[config.mk]
export PLATFORM = sky130hd
export DESIGN_NAME = motion_delta_filter
export DESIGN_NICKNAME = d
export VERILOG_FILES = /design/src/rtl/motion_delta_filter.sv
export SDC_FILE = /design/constraint.sdc
export NUM_CORES = 1
export LEC_CHECK = 0
export CORE_MARGIN = 8
export CORE_UTILIZATION = 55
export CTS_BUF_LIST = sky130_fd_sc_hd__clkbuf_4
export DETAILED_ROUTE_END_ITERATION = 10
export GPL_TIMING_DRIVEN = 0
export PLACE_DENSITY = 0.72
export SLEW_MARGIN = 20
export SYNTH_ARGS = -nofsm -noshare
export SYNTH_HDL_FRONTEND = slang
export SYNTH_SLANG_ARGS = --single-unit
[constraint.sdc]
create_clock -name clk -period 14.8 [get_ports clk]
set_input_delay 4.44 -clock clk [delete_from_list [all_inputs] [get_ports clk]]
set_output_delay 4.44 -clock clk [all_outputs]
set_load 0.01 [all_outputs]
[src/rtl/motion_delta_filter.sv]
// Absolute frame-difference, sliding-window moving average and thresholding into a binary motion mask.
// Optional hysteresis thresholding is enabled by defining MOTION_DELTA_HYST_EN.
module motion_delta_filter #(
  parameter int unsigned PIXEL_WIDTH   = 10,
  parameter int unsigned FILTER_LENGTH = 20
) (
  input  logic                   clk,
  input  logic                   reset,
  input  logic                   clear,
  input  logic                   is_filter,
  input  logic [PIXEL_WIDTH-1:0] threshold_hi,
  input  logic [PIXEL_WIDTH-1:0] threshold_lo,
  input  logic                   in_valid,
  output logic                   in_ready,
  input  logic [PIXEL_WIDTH-1:0] base_pixel,
  input  logic [PIXEL_WIDTH-1:0] curr_pixel,
  output logic                   out_valid,
  input  logic                   out_ready,
  output logic [PIXEL_WIDTH-1:0] out_mag,
  output logic [PIXEL_WIDTH-1:0] out_mask
);

  localparam int unsigned SUM_W = PIXEL_WIDTH + $clog2(FILTER_LENGTH + 1);
  localparam int unsigned PTR_W = $clog2(FILTER_LENGTH);
  localparam logic [PTR_W-1:0] LAST_PTR = PTR_W'(FILTER_LENGTH - 1);
  localparam logic [SUM_W-1:0] DIVISOR  = SUM_W'(FILTER_LENGTH);

  logic                   en;
  logic                   upd;
  logic                   v1;
  logic [PIXEL_WIDTH-1:0] d1;
  logic [PIXEL_WIDTH-1:0] diff_c;
  logic [PIXEL_WIDTH-1:0] ring [FILTER_LENGTH];
  logic [SUM_W-1:0]       sum;
  logic [SUM_W-1:0]       sum_base;
  logic [SUM_W-1:0]       new_sum;
  logic [SUM_W-1:0]       quot;
  logic [PTR_W-1:0]       wptr;
  logic [PTR_W-1:0]       ptr_base;
  logic [PTR_W-1:0]       ptr_next;
  logic [PIXEL_WIDTH-1:0] old_entry;
  logic [PIXEL_WIDTH-1:0] avg;
  logic [PIXEL_WIDTH-1:0] comp;
  logic                   mask_bit;

  // Whole pipeline advances together; a stalled output freezes everything upstream.
  assign en       = ~out_valid | out_ready;
  assign in_ready = en;
  assign upd      = en & v1;

  always_comb begin
    diff_c = (curr_pixel >= base_pixel) ? (curr_pixel - base_pixel) : (base_pixel - curr_pixel);
  end

  // A coincident clear makes the update see an empty window.
  always_comb begin
    sum_base  = clear ? '0 : sum;
    ptr_base  = clear ? '0 : wptr;
    old_entry = clear ? '0 : ring[wptr];
    new_sum   = sum_base + SUM_W'(d1) - SUM_W'(old_entry);
    quot      = new_sum / DIVISOR;
    avg       = PIXEL_WIDTH'(quot);
    comp      = is_filter ? avg : d1;
    ptr_next  = (ptr_base == LAST_PTR) ? '0 : ptr_base + PTR_W'(1);
  end

`ifdef MOTION_DELTA_HYST_EN
  logic hyst;
  logic hyst_base;
  logic hyst_next;

  always_comb begin
    hyst_base = clear ? 1'b0 : hyst;
    hyst_next = hyst_base;
    if (comp > threshold_hi) begin
      hyst_next = 1'b1;
    end else if (comp < threshold_lo) begin
      hyst_next = 1'b0;
    end
  end

  always_ff @(posedge clk) begin
    if (reset) begin
      hyst <= 1'b0;
    end else if (upd) begin
      hyst <= hyst_next;
    end else if (clear) begin
      hyst <= 1'b0;
    end
  end

  assign mask_bit = hyst_next;
`else
  logic unused_threshold_lo;

  assign unused_threshold_lo = ^threshold_lo;
  assign mask_bit            = (comp > threshold_hi);
`endif

  // Stage 1: absolute difference.
  always_ff @(posedge clk) begin
    if (reset) begin
      v1 <= 1'b0;
      d1 <= '0;
    end else if (en) begin
      v1 <= in_valid;
      if (in_valid) begin
        d1 <= diff_c;
      end
    end
  end

  // Window history: ring, running sum and write pointer.
  always_ff @(posedge clk) begin
    if (reset) begin
      ring <= '{default: '0};
      sum  <= '0;
      wptr <= '0;
    end else if (upd) begin
      if (clear) begin
        ring <= '{default: '0};
      end
      ring[ptr_base] <= d1;
      sum            <= new_sum;
      wptr           <= ptr_next;
    end else if (clear) begin
      ring <= '{default: '0};
      sum  <= '0;
      wptr <= '0;
    end
  end

  // Stage 2 output registers.
  always_ff @(posedge clk) begin
    if (reset) begin
      out_valid <= 1'b0;
      out_mag   <= '0;
      out_mask  <= '0;
    end else if (en) begin
      out_valid <= v1;
      if (v1) begin
        out_mag  <= comp;
        out_mask <= {PIXEL_WIDTH{mask_bit}};
      end
    end
  end

endmodule

## Yosys cells after proc, flatten, opt, wreduce, memory -nomap -nowiden

Cells that the tools add are included.

- Output and inout bits: 22
- Logic and storage cells: 65
- Bits in registers: 243
- Bits of input ports: 46

- Add/subtract/negate cells: 5
- Multiplexer cells: 18
- $lt $le $gt $ge: 5
- Divide/modulo/power cells: 1
- Equality and inequality tests: 1
- Bitwise operators: 5
- Reductions and logical operators: 3

Operators with widths:

| kind | number |
|---|---|
| 200-bit two-way mux | 4 |
| 200-bit bitwise mux | 1 |
| 10-bit two-way mux | 6 |
| 10-bit binary-select mux with 5-bit select | 1 |
| 10-bit demux with 5-bit select | 1 |
| 15-bit two-way mux | 2 |
| 10-bit subtractor | 2 |
| 15-bit by 10-bit adder with 15-bit output | 1 |
| 15-bit by 5-bit divider with 15-bit output, second input constant | 1 |
| 5-bit two-way mux | 3 |
| 15-bit by 10-bit subtractor with 15-bit output | 1 |
| 6-bit >= comparator, second input constant | 2 |
| 5-bit NOT with 6-bit output | 2 |
| 10-bit >= comparator | 1 |
| 10-bit > comparator | 1 |
| 6-bit by 1-bit less-than comparator with 1-bit output, second input constant | 1 |
| 5-bit by 1-bit adder with 5-bit output, second input constant | 1 |
| 5-bit == test, second input constant | 1 |
| 2-bit AND reduction | 2 |
| 1-bit bitwise AND | 1 |
| 1-bit logical AND | 1 |
| 1-bit NOT | 1 |
| 1-bit bitwise OR | 1 |

## Logic depth before layout (Yosys ltp)

Gate-level depths: netlist of run 1.

- Depth in word-level cells: 9
- Gate-level depth with buffers: 37
- Depth with buffers taken out: 33

## Worst setup path before layout of run 1

No wires, ideal clock.

- Kind: input port to flip-flop
- Start point: input clear
- End point: register out_mask[0] (netlist name)
- Buffers on the path: 5
- Path slack: 3.228 ns
- Stages on the path: 32
- Arrival time: 11.445 ns
- Data required time: 14.672 ns
- Library setup time: 0.128 ns
- Cells stage by stage: clkbuf_1 > clkbuf_1 > clkbuf_1 > a21oi_1 > fa_1 > inv_1 > ha_1 > nor2b_4 > o31a_1 > o41a_1 > o31a_1 > o311a_1 > buf_6 > nor2_4 > a32oi_2 > a311o_1 > a311o_1 > o21ai_2 > a41oi_1 > and2_1 > buf_4 > xnor2_1 > a211o_1 > o311ai_1 > o31a_1 > a31oi_1 > ha_1 > a21o_1 > a21oi_1 > o211ai_1 > a22oi_1 > nor2_1

- Word-level cells in the longest chain between the ends: 6
- Elaborated cells between the ends (all ways): 7
- Classes of those cells: add/sub (2); div (1); order compare (1); mux (3)

RTL lines:

| element | line | RTL |
|---|---|---|
| start, declared | 9 | `input logic clear,` |
| 15-bit two-way mux | n/a |  |
| 15-bit by 10-bit adder with 15-bit output | 60 | `new_sum = sum_base + SUM_W'(d1) - SUM_W'(old_entry);` |
| 15-bit by 10-bit subtractor with 15-bit output * | 60 |  |
| 15-bit by 5-bit divider with 15-bit output * | 61 | `quot = new_sum / DIVISOR;` |
| 10-bit two-way mux * | 63 | `comp = is_filter ? avg : d1;` |
| via comp[1] | 43 | `logic [PIXEL_WIDTH-1:0] comp;` |
| 10-bit > comparator * | 97 | `assign mask_bit = (comp > threshold_hi);` |

Mark *: on every way through the listed nets, which the timed path passes. The rest lies on a longest branch.
A chain may end at the register's enable or synchronous reset.

## Worst setup path after layout of run 1

- Start point: input clear
- End point: register out_mask[0] (netlist name)

- Word-level cells in the longest chain between the ends: 6
- Elaborated cells between the ends (all ways): 7
- Classes of those cells: add/sub (2); div (1); order compare (1); mux (3)

RTL lines:

| element | line |
|---|---|
| 15-bit two-way mux | n/a |
| 15-bit by 10-bit adder with 15-bit output | 60 |
| 15-bit by 10-bit subtractor with 15-bit output * | 60 |
| 15-bit by 5-bit divider with 15-bit output * | 61 |
| 10-bit two-way mux * | 63 |
| via comp[1] | 43 |
| 10-bit > comparator * | 97 |

Marks and branches as above.

==> metrics.cfg, run 1 <==
[setup_path]
reg2reg_from = wptr[0]
critPathArrivalTime_ps = 14060
rr_endpoint = out_mask[0]
criticalPathCategory = in2reg
crit_start = clear
critPathMaxFanout = 10
endpoint_kind = register
slowest_stage = clkdlybuf4s50_1
critical_path.max_stage_delay_ps = 760
critPathCapture = out_mask[0]
r2r_cells = 33
worst_ep_required_time_ps = 15350
r2r_setup_slack_ps = 4490
cp-start-kind = primary input

[clock_tree]
post_cts_resized = 0
cts.clk_slew.worst_paths_ps = 80
htree_levels = 3
clkLatencyLatePin_ps = 710
cts.hold.buffers_added = 0
clock-sinks = 243
numCtsBuffers = 66
ctsLongestPathBuffers = 3
cts_tree = done
root_buffer = clkbuf_4
post_cts_buffers = 0

[drt]
routed-wl-met2_um = 22600
wl_um = 49400
dr.first_iter.drc_count = 1644
wirelength_met1_um = 19400
wl_per_cell_um = 21.8
drt-vias-per-instance = 6.30
drc = 0
vias = 14300
drtPass1Iterations = 8
ant_nets = 0
top_layer = met4
wl_met3_um = 4720

[job]
cap_violations = 0

[power_and_ir_drop]
seq_power_share_pct = 23.8
leakage_nw = 5.72
p_sw_share_pct = 45.8
power_frac_clock_pct = 20.8
cellInternalPower_mw = 1.56
power_density_nw_per_um2 = 178
ir_worst_vdd_mv = 0.226
switchingPower_mw = 1.32
pwr-share-comb_pct = 55.3

[global_routing]
grt_pass1_vias = 13500
grt_pass1_wl_um = 75100
antenna_found_initial = 1
grt_max_degree = 12
grtUsageTotal_pct = 30.5
grt_remaining_overflow = 0

[sta]
worst_pin_slew_ps = 1030
rsz0062_at_grt = no
finClkSkew_ps = 54.1
slew_violations = 0
fin_crit_sh_pct = 91.3
finalHoldViolations = 0
setup_viol_count_final = 0
fin_ws_ps = 1290
slew_headroom_pct = 31.4
fmax_mhz = 74.0
finalSetupTns_ps = 0
min_period_ps = 13510

[layout]
design_area_um2 = 16200
drive_above_1_share_pct = 10.2
area_growth_pct = 12.4
most-common-layout-cells = 266 x a21oi_1, 243 x dfxtp_1, 229 x nand2_1
mostFrequentLayoutCell = a21oi_1
nFillCells = 2325
fin_nets = 2000

[placement]
place.gp.congestion = 0.961
pre_cts_slack_ps = 850
dpl.hpwl_um = 35800
io_buffers = 56
dpl-instance-area_um2 = 15400

[floorplan]
num_rows = 59
die_w_um = 178
die_area_um2 = 31700
start_util_pct = 55.6
num_io_pins = 68
coreArea_um2 = 25900
die_h_um = 178

[yosys]
syn_area_per_cell_um2 = 8.15
ys_top_cells_by_area = dfxtp_1 34%, mux4_2 9.4%, a21oi_1 9.2%, nand2_1 6.0%, nor3b_1 5.2%
yosysWarnings = 0
synth_top_cell_area_share_pct = 33.7
synthArstFlopShare_pct = 0
ys_types = 80
synth_seq_area_share_pct = 33.7
syn_inst = 1770
syn-cell-area_um2 = 14400
synth_edf_count = 0
synth-main-ff-cell = dfxtp_1
yosys.area.top_type = dfxtp_1
syn-num-nets = 1876
ys_ff_latch = 243

[hold_path]
hp-class = reg2reg

[status]
status = completed

-- power by group through the flow --
stage | clock [mW] | combinational (mW) | sequential, mW
3_3_place_gp | 0 | 1.54 | 0.701
5_1_grt | 0.640 | 1.74 | 0.690
2_1_floorplan | 0 | 1.19 | 0.697
4_1_cts | 0.603 | 1.56 | 0.687
6_report | 0.601 | 1.60 | 0.688
3_5_place_dp | 0 | 1.56 | 0.702
-- worst max-delay path: cells and delay by family --
| family | cells | cell delay [ps] |
|---|---|---|
| AOI/OAI and AO/OA | 15 | 4130 |
| xor gates and xnor gates | 2 | 700 |
| adders and majority gates | 3 | 1130 |
| buffers and inverters | 6 | 2500 |
| and+or+nand+nor | 6 | 1130 |
-- stage by stage --
| step | utilization, % | power (mW) | cells | hold slack (ps) |
|---|---|---|---|---|
| after floorplan | - | 1.89 | 1770 | 445 |
| after global placement | 59.4 | 2.24 | 2161 | 443 |
| after detailed placement | 59.4 | 2.26 | 2161 | 450 |
| after CTS | 62.5 | 2.86 | 2267 | 461 |
| after global routing | 62.5 | 3.07 | 2269 | 483 |
| final | 62.5 | 2.88 | 2269 | 455 |
-- area by class of cell --
type | count | area (um2) | area share [%]
sequential | 243 | 4860 | 30.0
clock inverter | 17 | 129 | 0.795
tap | 335 | 419 | 2.59
timing repair buffer | 56 | 561 | 3.46
clock buffer | 89 | 668 | 4.12
inverter | 66 | 248 | 1.53
multi-input combinational | 1301 | 8650 | 53.4
buffer | 160 | 659 | 4.07
antenna | 2 | 5.00 | 0.0309
-- state kept, by name, indices dropped and copies added, names as in the netlist --
| signal | count |
|---|---|
| sum | 15 |
| ring | 200 |
| d1 | 10 |
| out_mask | 1 |
| v1 | 1 |
| out_mag | 10 |
| wptr | 5 |
| out_valid | 1 |
-- per-layer routing --
metal / vias up / global-route usage [%]
met5: - / 0
met4: 0 / 17.0
met3: 172 / 7.21
met2: 764 / 49.3
met1: 6817 / 37.1
li1: 6550 / -
-- synthesized netlist by cell type, types with 4 or more instances --
library cell	n
xnor2_1	22
nor2_1	163
buf_4	10
o2111ai_1	4
a21boi_0	5
mux2i_1	9
o21a_1	6
o21ai_0	28
o211ai_1	7
and2_1	14
clkbuf_1	132
a22oi_1	7
nand2b_1	7
a2111oi_0	4
buf_1	12
a21o_1	18
nor2b_1	8
nand3_1	126
a311oi_1	4
or2_2	4
nor3b_1	100
buf_2	4
a211oi_1	11
o21ai_1	6
o31ai_1	5
fa_1	12
ha_1	48
dfxtp_1	243
nor3_1	22
inv_1	66
a31oi_1	8
nand2_1	229
and3_1	9
nand4_1	9
mux2_2	4
xor2_1	10
mux4_2	60
a21oi_1	266
-- kinds of logic (layout without fill, tap and decap cells) --
logic type,after synthesis,count (layout),share of synthesized area [%]
multiplexers,73,73,10.3
adder cells (fa/ha/maj),60,60,5.83
XOR/XNOR,32,32,1.94
flip-flops,243,243,33.7
AND/OR/NAND/NOR,705,705,23.5
other,0,2,0
AO/OA/AOI/OAI,431,431,18.4
buffers and inverters,226,388,6.28
-- worst min path at each step --
stage	from	to	slack (ps)	cells after the start
after floorplan	ring[10]	ring[10]	440	2
after global routing	out_mag[9]	out_mag[9]	480	2
after detailed placement	out_mag[9]	out_mag[9]	450	2
after CTS	out_mag[9]	out_mag[9]	460	2
after global placement	out_mag[7]	out_mag[7]	440	2
final	out_mag[9]	out_mag[9]	460	2
Power figures use the tool's default switching activity.
==> run 2, diff against run 1 <==
--- a/config.mk
+++ b/config.mk
@@ -5,13 +5,13 @@
 export SDC_FILE = /design/constraint.sdc
 export NUM_CORES = 1
 export LEC_CHECK = 0
-export CORE_MARGIN = 8
+export CORE_MARGIN = 2
 export CORE_UTILIZATION = 55
 export CTS_BUF_LIST = sky130_fd_sc_hd__clkbuf_4
 export DETAILED_ROUTE_END_ITERATION = 10
 export GPL_TIMING_DRIVEN = 0
 export PLACE_DENSITY = 0.72
-export SLEW_MARGIN = 20
+export RECOVER_POWER = 50
 export SYNTH_ARGS = -nofsm -noshare
 export SYNTH_HDL_FRONTEND = slang
 export SYNTH_SLANG_ARGS = --single-unit
==> metrics.cfg, run 2 (same netlist as run 1, synthesis figures left out) <==
[layout]
area_growth_pct = 12.6
largest_registers = ring: 200 flops, sum: 15 flops
final_cells = 2278  ; +0.40%
drive_above_1_share_pct = 10.1  ; -0.10 points
largest_reg_flops = 200  ; unchanged
nFillCells = 2324  ; -0.043%
design_area_um2 = 16200  ; +0.21%
multiInputGateArea_um2 = 8650  ; unchanged
fin_nets = 2001  ; +0.050%
seq_area_um2 = 4860  ; unchanged
most-common-layout-cells = 266 x a21oi_1, 243 x dfxtp_1, 229 x nand2_1
regMostFlops = ring
mostFrequentLayoutCell = a21oi_1

[drt]
drc = 0  ; unchanged
ant_nets = 0  ; unchanged
wl_per_cell_um = 21.5  ; -1.0%
drt-vias-per-instance = 6.25  ; -0.87%
dr.first_iter.drc_count = 1485  ; -9.7%
wl_um = 49000  ; -0.63%
vias = 14200  ; -0.48%
drtPass1Iterations = 6  ; -2

[clock_tree]
ctsLongestPathBuffers = 3  ; unchanged
cts.hold.buffers_added = 0  ; unchanged
htree_levels = 3  ; unchanged
numCtsBuffers = 67  ; +1.5%
cts.clk_slew.worst_paths_ps = 70  ; about the same
clock-sinks = 243  ; unchanged
cts_tree = done
post_cts_buffers = 0  ; unchanged
clkLatencyLatePin_ps = 720  ; about the same
post_cts_resized = 0  ; unchanged
root_buffer = clkbuf_4

[placement]
placed_cells = 2161  ; unchanged
dpl.hpwl_um = 35700  ; -0.25%
dpl-instance-area_um2 = 15400  ; unchanged
place.gp.congestion = 0.951  ; -1.0%
io_buffers = 56  ; unchanged

[floorplan]
die_w_um = 166  ; -6.7%
die_area_um2 = 27500  ; -13%
num_rows = 59  ; unchanged
die_h_um = 166  ; -6.7%
num_io_pins = 68  ; unchanged
start_util_pct = 55.6  ; unchanged
coreArea_um2 = 25900  ; unchanged

[setup_path]
endpoint_kind = register
reg2reg_from = wptr[0]
critPathArrivalTime_ps = 14490  ; +430 ps
critical_path.max_stage_delay_ps = 960  ; +200 ps
r2r_setup_slack_ps = 4310  ; -180 ps
worst_ep_required_time_ps = 15350  ; about the same
rr_endpoint = out_mask[0]
cp-start-kind = primary input
criticalPathCategory = in2reg
r2r_cells = 33  ; unchanged
crit_top_cell = clkbuf_1
critPathMaxFanout = 10  ; unchanged
slowest_stage = a2111oi_0

[global_routing]
grt_pass1_wl_um = 75400  ; +0.37%
grt_max_degree = 12  ; unchanged
antenna_found_initial = 3  ; +2
grt_pass1_vias = 13500  ; -0.37%
grtUsageTotal_pct = 34.9  ; +4.4 points
grt_remaining_overflow = 0  ; unchanged

[hold_path]
whs_path_depth = 2  ; unchanged
min_to = out_mag[7]
hp-class = reg2reg
min_from = out_mag[7]

[power_and_ir_drop]
total_power_mw = 2.91  ; +0.73%
ir_worst_vdd_mv = 0.158  ; -30%
leakage_nw = 5.77  ; +0.92%
power_density_nw_per_um2 = 179  ; +0.52%

[job]
cap_violations = 0  ; unchanged

[sta]
min_period_ps = 13940  ; +430 ps
rsz0062_at_grt = no
slew_violations = 0  ; unchanged
fmax_mhz = 71.7  ; -3.1%
fin_crit_sh_pct = 94.2  ; +2.9 points
worst_pin_slew_ps = 1080  ; +52.3 ps
slew_headroom_pct = 26.0  ; -5.4 points
finalHoldViolations = 0  ; unchanged
finalSetupTns_ps = 0  ; unchanged
finClkSkew_ps = 51.2  ; -2.84 ps
setup_viol_count_final = 0  ; unchanged

[status]
status = completed

==> run 2: changes by cell type in the layout (fill, tap and decap cells not counted), sizes merged, moves of 7 or more <==
cell,before,now
clkinv,11,21
dlygate4sd3,0,17
buf,27,20
clkdlybuf4s50,56,39
clkbuf,222,231
==> run 2: how the worst max path moves through the flow <==
stage                from     endpoint  slack, ps  depth (start not counted)
floorplan           clear  out_mask[0]       3230                         32
global placement    clear  out_mask[0]        780                         32
detailed placement  clear  out_mask[0]        670                         32
CTS                 clear  out_mask[0]       1340                         32
global route        clear  out_mask[0]        600                         32
finish              clear  out_mask[0]        860                         32
==> run 2: through the flow <==
step / hold WS (ps) / utilization [%] / worst slack, ps
final: 450 / 62.7 / 861
after CTS: 460 / 62.6 / 1340
after global placement: 442 / 59.4 / 780
after global routing: 476 / 62.7 / 598
after floorplan: 445 / - / 3230
after detailed placement: 451 / 59.4 / 671
==> run 2: power breakdown <==
group / switching, mW / internal (mW) / leakage (nW)
Sequential: 0.0171 / 0.670 / 1.96
Combinational: 1.02 / 0.579 / 3.32
Clock: 0.297 / 0.320 / 0.487
Total: 1.34 / 1.57 / 5.77
==> run 2: area by class of cell <==
class	count	share of cell area [%]
multi-input combinational	1301	53.3
sequential	243	30.0
clock buffer	91	4.21
buffer	160	4.05
timing repair buffer	56	3.45
tap	335	2.58
inverter	66	1.53
clock inverter	25	0.933
antenna	1	0.0154
==> run 2: metal layers <==
layer | GRT usage, % | wire length (um)
met1 | 44.5 | 19600
met2 | 57.0 | 22900
met3 | 7.17 | 4330
met4 | 16.8 | 2220
met5 | 0 | 24
==> run 2: worst max-delay path: cells and delay by family <==
kind | cells | cell delay, ps
AO/OA/AOI/OAI | 13 | 4200
AND/OR/NAND/NOR | 6 | 950
XOR/XNOR | 3 | 620
adder cells (fa/ha/maj) | 3 | 1160
buffers and inverters | 7 | 3120
